[src/rtl/harmonic_accumulator_pkg.sv]
// Shared types and constants for the harmonic accumulator and its MAC datapath.
// Latency: n/a (definitions only).
// Backpressure: n/a (definitions only).
package harmonic_accumulator_pkg;

    // Sweep controller states, in the order a harmonic is processed.
    typedef enum logic [2:0] {
        ST_IDLE     = 3'd0,
        ST_WAIT_RDY = 3'd1,
        ST_WAIT_LUT = 3'd2,
        ST_MULT     = 3'd3,
        ST_ACC      = 3'd4,
        ST_OUTPUT   = 3'd5
    } state_t;

    // Harmonic index width; index 255 is the highest reachable harmonic.
    localparam int HARMONIC_WIDTH = 8;

    // Q0.16 amplitude of the fundamental (closest representable value to 1.0).
    localparam logic [15:0] LEVEL_UNITY = 16'hFFFF;

    // Right shift that converts a Q0.16 product back to integer scale.
    localparam int Q16_SHIFT = 16;

    // Output saturation limits for the 16-bit signed mixed sample.
    localparam logic signed [15:0] SAT_MAX = 16'sh7FFF;
    localparam logic signed [15:0] SAT_MIN = 16'sh8000;

endpackage

[src/rtl/harmonic_level_mac.sv]
// Sample x level multiply, geometric level decay and signed accumulation for one sweep.
// Latency: sample registered on load, product one cycle later, acc/level updated on acc_en.
// Backpressure: none; strobes come from the sweep controller, one stage per cycle.
module harmonic_level_mac
    import harmonic_accumulator_pkg::*;
#(
    parameter int SAMPLE_WIDTH = 16,
    parameter int LEVEL_WIDTH  = 16,
    parameter int ACC_WIDTH    = 24
) (
    input  logic                           i_Clock,
    input  logic                           i_Reset_n,
    input  logic                           clear,
    input  logic                           load_en,
    input  logic                           mult_en,
    input  logic                           acc_en,
    input  logic signed [SAMPLE_WIDTH-1:0] sample_value,
    input  logic [LEVEL_WIDTH-1:0]         level_scale,
    output logic [LEVEL_WIDTH-1:0]         level_next,
    output logic signed [ACC_WIDTH-1:0]    acc
);

    localparam int PROD_WIDTH = SAMPLE_WIDTH + LEVEL_WIDTH + 1;

    logic signed [SAMPLE_WIDTH-1:0] sample_q;
    logic [LEVEL_WIDTH-1:0]         level_q;
    logic signed [PROD_WIDTH-1:0]   product_q;
    logic [2*LEVEL_WIDTH-1:0]       level_prod;

    // Decayed level for the next harmonic; the controller also uses it to stop on zero.
    assign level_prod = level_q * level_scale;
    assign level_next = LEVEL_WIDTH'(level_prod >> Q16_SHIFT);

    // Capture the LUT sample, form the signed product, then fold it into the running sum.
    always_ff @(posedge i_Clock or negedge i_Reset_n) begin
        if (!i_Reset_n) begin
            sample_q  <= '0;
            level_q   <= LEVEL_UNITY;
            product_q <= '0;
            acc       <= '0;
        end else begin
            if (clear) begin
                acc     <= '0;
                level_q <= LEVEL_UNITY;
            end
            if (load_en) begin
                sample_q <= sample_value;
            end
            if (mult_en) begin
                // Level is unsigned; a zero-extended operand keeps the multiply signed.
                product_q <= sample_q * $signed({1'b0, level_q});
            end
            if (acc_en) begin
                acc     <= acc + ACC_WIDTH'(product_q >>> Q16_SHIFT);
                level_q <= level_next;
            end
        end
    end

endmodule

[src/rtl/harmonic_accumulator.sv]
// Walks harmonics 0..N per sample period, sums level-weighted sine samples, emits one saturated sample.
// Latency: 4 cycles per harmonic after i_Sample_Ready, plus 1 cycle to present the result.
// Backpressure: waits on i_Sample_Ready per harmonic; i_Start while busy is dropped and flagged on o_Overrun.
module harmonic_accumulator
    import harmonic_accumulator_pkg::*;
#(
    parameter int SAMPLE_WIDTH = 16,
    parameter int LEVEL_WIDTH  = 16,
    parameter int ACC_WIDTH    = 24,
    parameter int OUT_SHIFT    = 2
) (
    input  logic                           i_Clock,
    input  logic                           i_Reset_n,
    input  logic                           i_Start,
    input  logic [HARMONIC_WIDTH-1:0]      i_Max_Harmonic,
    input  logic [LEVEL_WIDTH-1:0]         i_Level_Scale,
    input  logic                           i_Sample_Ready,
    input  logic signed [SAMPLE_WIDTH-1:0] i_Sample_Value,
    input  logic                           i_Freq_Too_High,
    output logic [HARMONIC_WIDTH-1:0]      o_Harmonic,
    output logic                           o_Next_Sample,
    output logic signed [SAMPLE_WIDTH-1:0] o_Sample_Out,
    output logic                           o_Sample_Valid,
    output logic                           o_Busy,
    output logic                           o_Overrun
);

    localparam logic signed [ACC_WIDTH-1:0] ACC_SAT_MAX = ACC_WIDTH'(SAT_MAX);
    localparam logic signed [ACC_WIDTH-1:0] ACC_SAT_MIN = ACC_WIDTH'(SAT_MIN);

    state_t state_q;
    state_t state_d;

    logic                           mac_clear;
    logic                           mac_load;
    logic                           mac_mult;
    logic                           mac_acc;
    logic [LEVEL_WIDTH-1:0]         level_next;
    logic signed [ACC_WIDTH-1:0]    acc;
    logic signed [ACC_WIDTH-1:0]    acc_shifted;
    logic signed [SAMPLE_WIDTH-1:0] sat_value;
    logic                           last_harmonic;

    harmonic_level_mac #(
        .SAMPLE_WIDTH (SAMPLE_WIDTH),
        .LEVEL_WIDTH  (LEVEL_WIDTH),
        .ACC_WIDTH    (ACC_WIDTH)
    ) u_mac (
        .i_Clock      (i_Clock),
        .i_Reset_n    (i_Reset_n),
        .clear        (mac_clear),
        .load_en      (mac_load),
        .mult_en      (mac_mult),
        .acc_en       (mac_acc),
        .sample_value (i_Sample_Value),
        .level_scale  (i_Level_Scale),
        .level_next   (level_next),
        .acc          (acc)
    );

    // Sweep ends after the current harmonic is summed: index limit, next harmonic inaudible, or level gone.
    assign last_harmonic = (o_Harmonic == i_Max_Harmonic) || i_Freq_Too_High || (level_next == '0);

    // Scale the sum down and clamp it into the signed output range.
    always_comb begin
        acc_shifted = acc >>> OUT_SHIFT;
        sat_value   = acc_shifted[SAMPLE_WIDTH-1:0];
        if (acc_shifted > ACC_SAT_MAX) begin
            sat_value = SAT_MAX;
        end else if (acc_shifted < ACC_SAT_MIN) begin
            sat_value = SAT_MIN;
        end
    end

    // State register.
    always_ff @(posedge i_Clock or negedge i_Reset_n) begin
        if (!i_Reset_n) begin
            state_q <= ST_IDLE;
        end else begin
            state_q <= state_d;
        end
    end

    // Next-state logic and datapath strobes.
    always_comb begin
        state_d   = state_q;
        mac_clear = 1'b0;
        mac_load  = 1'b0;
        mac_mult  = 1'b0;
        mac_acc   = 1'b0;
        case (state_q)
            ST_IDLE: begin
                if (i_Start) begin
                    mac_clear = 1'b1;
                    state_d   = ST_WAIT_RDY;
                end
            end
            ST_WAIT_RDY: begin
                // Ready seen alongside our own Next_Sample pulse still belongs to the harmonic just consumed.
                if (i_Sample_Ready && !o_Next_Sample) begin
                    state_d = ST_WAIT_LUT;
                end
            end
            ST_WAIT_LUT: begin
                mac_load = 1'b1;
                state_d  = ST_MULT;
            end
            ST_MULT: begin
                mac_mult = 1'b1;
                state_d  = ST_ACC;
            end
            ST_ACC: begin
                mac_acc = 1'b1;
                state_d = last_harmonic ? ST_OUTPUT : ST_WAIT_RDY;
            end
            ST_OUTPUT: begin
                state_d = ST_IDLE;
            end
            default: begin
                state_d = ST_IDLE;
            end
        endcase
    end

    // Registered handshake and result outputs; o_Harmonic moves only together with o_Next_Sample.
    always_ff @(posedge i_Clock or negedge i_Reset_n) begin
        if (!i_Reset_n) begin
            o_Harmonic     <= '0;
            o_Next_Sample  <= 1'b0;
            o_Sample_Out   <= '0;
            o_Sample_Valid <= 1'b0;
            o_Busy         <= 1'b0;
            o_Overrun      <= 1'b0;
        end else begin
            o_Next_Sample  <= (state_q == ST_ACC);
            o_Sample_Valid <= (state_q == ST_OUTPUT);
            o_Overrun      <= i_Start && (state_q != ST_IDLE);
            if (state_q == ST_IDLE && i_Start) begin
                o_Busy <= 1'b1;
            end else if (state_q == ST_OUTPUT) begin
                o_Busy <= 1'b0;
            end
            if (state_q == ST_ACC) begin
                o_Harmonic <= last_harmonic ? '0 : o_Harmonic + HARMONIC_WIDTH'(1);
            end
            if (state_q == ST_OUTPUT) begin
                o_Sample_Out <= sat_value;
            end
        end
    end

endmodule

[config.mk]
export PLATFORM = sky130hd
export DESIGN_NAME = harmonic_accumulator
export DESIGN_NICKNAME = d
export VERILOG_FILES = /design/src/rtl/harmonic_accumulator_pkg.sv /design/src/rtl/harmonic_level_mac.sv /design/src/rtl/harmonic_accumulator.sv
export SDC_FILE = /design/constraint.sdc
export NUM_CORES = 1
export LEC_CHECK = 0
export ABC_AREA = 1
export CORE_ASPECT_RATIO = 1.5
export CORE_UTILIZATION = 45
export CTS_BUF_LIST = sky130_fd_sc_hd__clkbuf_16
export DETAILED_ROUTE_END_ITERATION = 12
export HOLD_SLACK_MARGIN = 0.12
export PLACE_DENSITY = 0.63
export SLEW_MARGIN = 20
export SYNTH_ARGS = -nofsm -noshare
export SYNTH_HDL_FRONTEND = slang
export SYNTH_SLANG_ARGS = --single-unit
export TNS_END_PERCENT = 50
[constraint.sdc]
create_clock -name i_Clock -period 5.75 [get_ports i_Clock]
set_input_delay 1.15 -clock i_Clock [delete_from_list [all_inputs] [get_ports i_Clock]]
set_output_delay 1.15 -clock i_Clock [all_outputs]
set_load 0.05 [all_outputs]
# Word-level counts from Yosys, hierarchy flattened
# Cells that the tools add are included.
[word_totals] regBits=120 input_bits=45 wordCells=55
[op_classes] n_addsub=2 n_mul=2 n_lt_le_gt_ge=2 n_eq_ne=8 n_mux=18 reduce_logical=12
[op_table] op="$mux 16" n=4
[op_table] op="$mux 24" n=2
[op_table] op="$mul 16x17->33" n=1
[op_table] op="$mul 16x16->32" n=1
[op_table] op="$add 24x17->24" n=1
[op_table] op="$gt 22x16->1 const B" n=1
[op_table] op="$lt 22x16->1 const B" n=1
[op_table] op="$logic_not 16->1" n=1
[op_table] op="$pmux 3 s5" n=1
[op_table] op="$mux 3" n=3
[op_table] op="$add 8x1->8 const B" n=1
[op_table] op="$eq 8x8->1" n=1
[op_table] op="$mux 8" n=1
[op_table] op="$mux 1" n=7
[op_table] op="$eq 3x2->1 const B" n=2
[op_table] op="$eq 3x3->1 const B" n=2
[op_table] op="$ne 2x2->1 const B" n=2
[op_table] op="$reduce_bool 2->1" n=2
[op_table] op="$eq 3x1->1 const B" n=1
[op_table] op="$logic_and 1x1->1" n=3
[op_table] op="$logic_not 3->1" n=1
[op_table] op="$reduce_bool 3->1" n=1
[op_table] op="$logic_or 1x1->1" n=2
[op_table] op="$reduce_and 2->1" n=1
[op_table] op="$logic_not 1->1" n=1

# Logic depth before layout (Yosys ltp)
[logic_depth] ltp_word=5 mapped_depth=34

# By module
# A second synthesis with hierarchy kept.
[hier_totals] hier_cells=3375 area_unflattened_um2=24161.9
[modules_own_cells] module="harmonic_level_mac" instances=1 cells_each=3117 area_each_um2=22420.3
[modules_own_cells] module="harmonic_accumulator" instances=1 cells_each=258 area_each_um2=1741.7

# Worst setup path before layout
# Ideal clock, no wire load.
[synth_timing] path_type="input port to flip-flop" start="input i_Level_Scale[7]" end="register o_Harmonic[2]" setup_ps=123 t_arrival_ps=6495 path_slack_ps=-869 path_stages=28 path_buffers=2 cell_sequence="clkbuf_1 -> clkbuf_1 -> nand2_1 -> fa_1 -> inv_1 -> fa_1 -> inv_1 -> fa_1 -> inv_1 -> fa_1 -> fa_1 -> inv_1 -> fa_1 -> inv_1 -> ha_1 -> nand2_1 -> nand2_1 -> o21bai_1 -> a21oi_1 -> nor2_1 -> nor2_1 -> nand3_1 -> nand2_1 -> nand3_1 -> nor2_1 -> nand2_1 -> nand2_4 -> a21oi_1"
[synth_between] elab_chain_cells=4
[synth_lines] element="from (decl)" line_no="harmonic_accumulator.sv:16" source="input logic [LEVEL_WIDTH-1:0] i_Level_Scale,"
[synth_lines] element="$mul 16x16->32" line_no="harmonic_level_mac.sv:31" source="assign level_prod = level_q * level_scale;"
[synth_lines] element="$logic_not 16->1" line_no="harmonic_accumulator.sv:62" source="assign last_harmonic = (o_Harmonic == i_Max_Harmonic) || i_Freq_Too_High || (level_next == '0);"
[synth_lines] element="$logic_or 1x1->1" line_no="harmonic_accumulator.sv:62"
[synth_lines] element="$mux 8" line_no="harmonic_accumulator.sv:144" source="o_Harmonic <= last_harmonic ? '0 : o_Harmonic + HARMONIC_WIDTH'(1);"
[synth_lines] element="to (signal assigned)" line_no="harmonic_accumulator.sv:144"
[synth_lines] element="to (decl)" line_no="harmonic_accumulator.sv:20" source="output logic [HARMONIC_WIDTH-1:0] o_Harmonic,"
# No other way between the ends.
# A chain may end at the register's enable or synchronous reset.

# Final worst setup path
[layout_timing] start="input i_Level_Scale[6]" end="register state_q[2]"
[layout_between] elab_chain_cells=5
[layout_lines] element="$mul 16x16->32" line_no="harmonic_level_mac.sv:31"
[layout_lines] element="$logic_not 16->1" line_no="harmonic_accumulator.sv:62"
[layout_lines] element="$logic_or 1x1->1" line_no="harmonic_accumulator.sv:62"
[layout_lines] element="$mux 3" line_no="harmonic_accumulator.sv:114" source="state_d = last_harmonic ? ST_OUTPUT : ST_WAIT_RDY;"
[layout_lines] element="$pmux 3 s5" line_no="harmonic_accumulator.sv:91" source="case (state_q)"
[layout_lines] element="to (signal assigned)" line_no="harmonic_accumulator.sv:80" source="state_q <= state_d;"
[layout_lines] element="to (decl)" line_no="harmonic_accumulator.sv:31" source="state_t state_q;"
# No other way between the ends.

==> impl_metrics.toml <==
[status]
status = "finished, violations left"
violations = "setup timing"

[worst_setup_path]
cpMaxStageDelayCell = "fa_1"
worstSetupPathType = "input port to register"
cpPeakStageDelay_ps = 550
crit_start = "i_Level_Scale[6]"
critPathMostFrequentCell = "nand2_1"
worstReg2RegStart = "u_mac.level_q[3]"
cp.arrival_ps = 6560
crit_path_max_fanout = 7
crit_required_ps = 6050
crit_path_start_kind = "input port"
crit_path_end_kind = "register"

[die]
die_w_um = 188
core_area_um2 = 51600
pin_count = 73
initial_core_util_pct = 45.5
rows = 102
die_height_um = 282
die_area_um2 = 53100

[timing]
relSlewSlack_pct = 35.5
fin_worst_skew_ps = 13.2
layout_setup_ws_ps = -513
rsz0062_at_grt = "yes"
fin_crit_ps = 6260
final-hold-violation-count = 0
tightest_slew_ps = 964
finalSetupViolCount = 41
final_max_slew_viol_count = 0
fin_crit_sh_pct = 109
clock.fmax_ghz = 0.160

[detailed_routing]
vias = 21109
wl_met3_um = 2320
met2_length_um = 40500
routed_wl_um = 72800
remaining_drc_errors = 0
met1Wirelength_um = 24900
vias_per_cell = 5.10
wire_per_inst_um = 17.6
drt_pass1_iterations = 6
drt_iter0_drc = 1067
final_antenna_net_count = 0
highest_layer = "met4"

[clock_network]
cts_max_path_buffers = 2
htree_levels = 3
cts_tree = "done"
cts_buffers = 9
cts.sinks = 104
clkTransAtPathRegs_ps = 70
clk_latency_ps = 380
cts.root.buffer_cell = "clkbuf_16"

[placed_design]
preCtsSetupSlack_ps = -1410
globalplace.congestion = 0.986
io_buffers = 72
hpwl_um = 59700

[global_route]
grt_pass1_vias = 22636
gr-usage-all-layers_pct = 28.0
grt_start_max_net_pins = 59
antenna_found_initial = 0
grt_pass1_wl_um = 115000
grt_overflow = 0

[synth]
yosysSeqAreaShare_pct = 11.2
ys.flop_type = "dfrtp_1"
avgSynthCellArea_um2 = 7.47
synthCells = 3144
ys_async_sr_fraction_pct = 100
yosys_warnings = 0
syn_nets = 3820
synth_seq_cells = 104
synthesis.area_um2 = 23500
synth_edf_count = 0
synth_cell_types = 48

[job]
cap_violations = 0

[hold_path]
worstHoldStart = "o_Sample_Out[11]"
hold_path_class = "register to register"

[cells_and_area]
nNetsFinal = 4133
drive_above_1_share_pct = 22.1
antenna_cells = 0
area_growth_pct = 25.4
==> stage by stage <==
stage | TNS (ps) | hold WS (ps) | cell area, um^2 | utilization [%] | std cells
floorplan | -4930 | 453 | 23900 | - | 3144
global route | -18970 | 533 | 29400 | 57.1 | 4138
detailed placement | -32680 | 475 | 27300 | 52.9 | 4059
global placement | -32080 | 472 | 27300 | 52.9 | 4059
finish | -10390 | 502 | 29400 | 57.1 | 4138
CTS | -11620 | 503 | 28700 | 55.7 | 4113
==> Yosys cell counts (3+ instances only) <==
library cell / n / area, um^2
inv_1: 844 / 3170
nand2_1: 864 / 3240
fa_1: 387 / 7750
a21oi_1: 92 / 460
o21bai_1: 8 / 60.1
nor3_1: 24 / 120
nand2_2: 3 / 18.8
clkbuf_1: 129 / 484
a211oi_1: 3 / 22.5
a221oi_1: 5 / 43.8
nand3b_1: 4 / 30.0
o21ai_1: 4 / 20.0
a31oi_1: 11 / 68.8
xor2_1: 18 / 158
or2_2: 25 / 156
a21o_1: 11 / 82.6
o21ai_0: 94 / 470
o22ai_1: 11 / 68.8
mux2_2: 15 / 169
ha_1: 244 / 3050
dfstp_2: 16 / 420
nand4_1: 10 / 62.6
nand3_1: 69 / 345
nor4_1: 5 / 31.3
nor2_1: 121 / 454
xnor2_1: 15 / 131
dfrtp_1: 88 / 2200
==> metal layers <==
metal,track usage [%],up-vias
li1,-,9807
met1,28.5,10477
met4,17.5,0
met2,54.5,578
met3,2.32,247
met5,0,-
==> cells by family after synthesis <==
group                      share of synthesized area [%]
adders and majority gates                           46.0
xor gates and xnor gates                            1.23
buffers and inverters                               15.6
and+or+nand+nor                                     19.3
DFF                                                 11.2
muxes                                              0.720
AOI/OAI and AO/OA                                   5.95
==> repair_timing <==
item | CTS | global route
endpoints found under the setup margin | 42 | 42
cloned | 6 | 2
gates resized for setup | 258 | 178
pin swaps | 147 | 102
buffers inserted | 34 | 26
hold buffers | 0 | 0
==> layout by cell type (no fill, tap or decap), types with 6 or more instances in the layout <==
cell and instances:
nor2_4 11, nand2_4 22, o21ai_0 81, inv_1 796, or2_2 25, ha_1 220, o21ai_1 10, o21bai_1 7
buf_4 296, a21oi_2 17, ha_4 23, o22ai_2 8, mux2_2 15, a21oi_4 6, inv_2 48, nand2_1 759
nand3_2 15, nor2_2 21, a31oi_1 9, buf_6 35, clkbuf_16 11, xor2_1 16, nand4_1 10, fa_2 27
xnor2_1 15, a21o_1 11, o21ai_2 8, dfstp_2 15, nor3_1 16, clkdlybuf4s50_1 56, buf_12 28, a21oi_1 69
fa_1 360, dfrtp_1 88, nand2_2 83, nor2_1 90, nand3_1 54
==> critical path, delay by kind of cell <==
kind                     cells  cell delay (ps)
AND/OR/NAND/NOR             16             1440
buffers and inverters        9              740
adder cells (fa/ha/maj)      7             3240
==> final timing paths <==
| check | depth (start not counted) | to | slack (ps) |
|---|---|---|---|
| worst max-delay path | 32 | state_q[2] | -510 |
| worst min-delay path | 2 | o_Sample_Out[11] | 500 |
| worst max register to register | 21 | u_mac.product_q[27] | -340 |
| worst min register to register | 2 | o_Sample_Out[11] | 500 |
| max in group asynchronous | 2 | u_mac.sample_q[14] | 3710 |
| min in group asynchronous | 1 | u_mac.sample_q[2] | 860 |
==> cell type report <==
cell class | count | area [um^2]
clock buffers | 9 | 225
clock inverters | 7 | 70.1
fillers | 4751 | 22100
inverters | 845 | 3180
multi-input cells | 2064 | 18500
flip-flops and latches | 104 | 2630
well taps | 676 | 846
repair buffers | 433 | 3960
==> state kept, by name, summed over array words and instances, names as in the netlist <==
| signal | flops |
|---|---|
| o_Sample_Valid | 1 |
| o_Harmonic | 8 |
| u_mac.sample_q | 16 |
| u_mac.product_q | 17 |
| o_Overrun | 1 |
| o_Busy | 1 |
| o_Next_Sample | 1 |
| u_mac.level_q | 16 |
| o_Sample_Out | 16 |
| u_mac.acc | 24 |
| state_q | 3 |
Power is not shown: default switching activity piles up to over one toggle a cycle in this logic, so the estimate is an artifact.
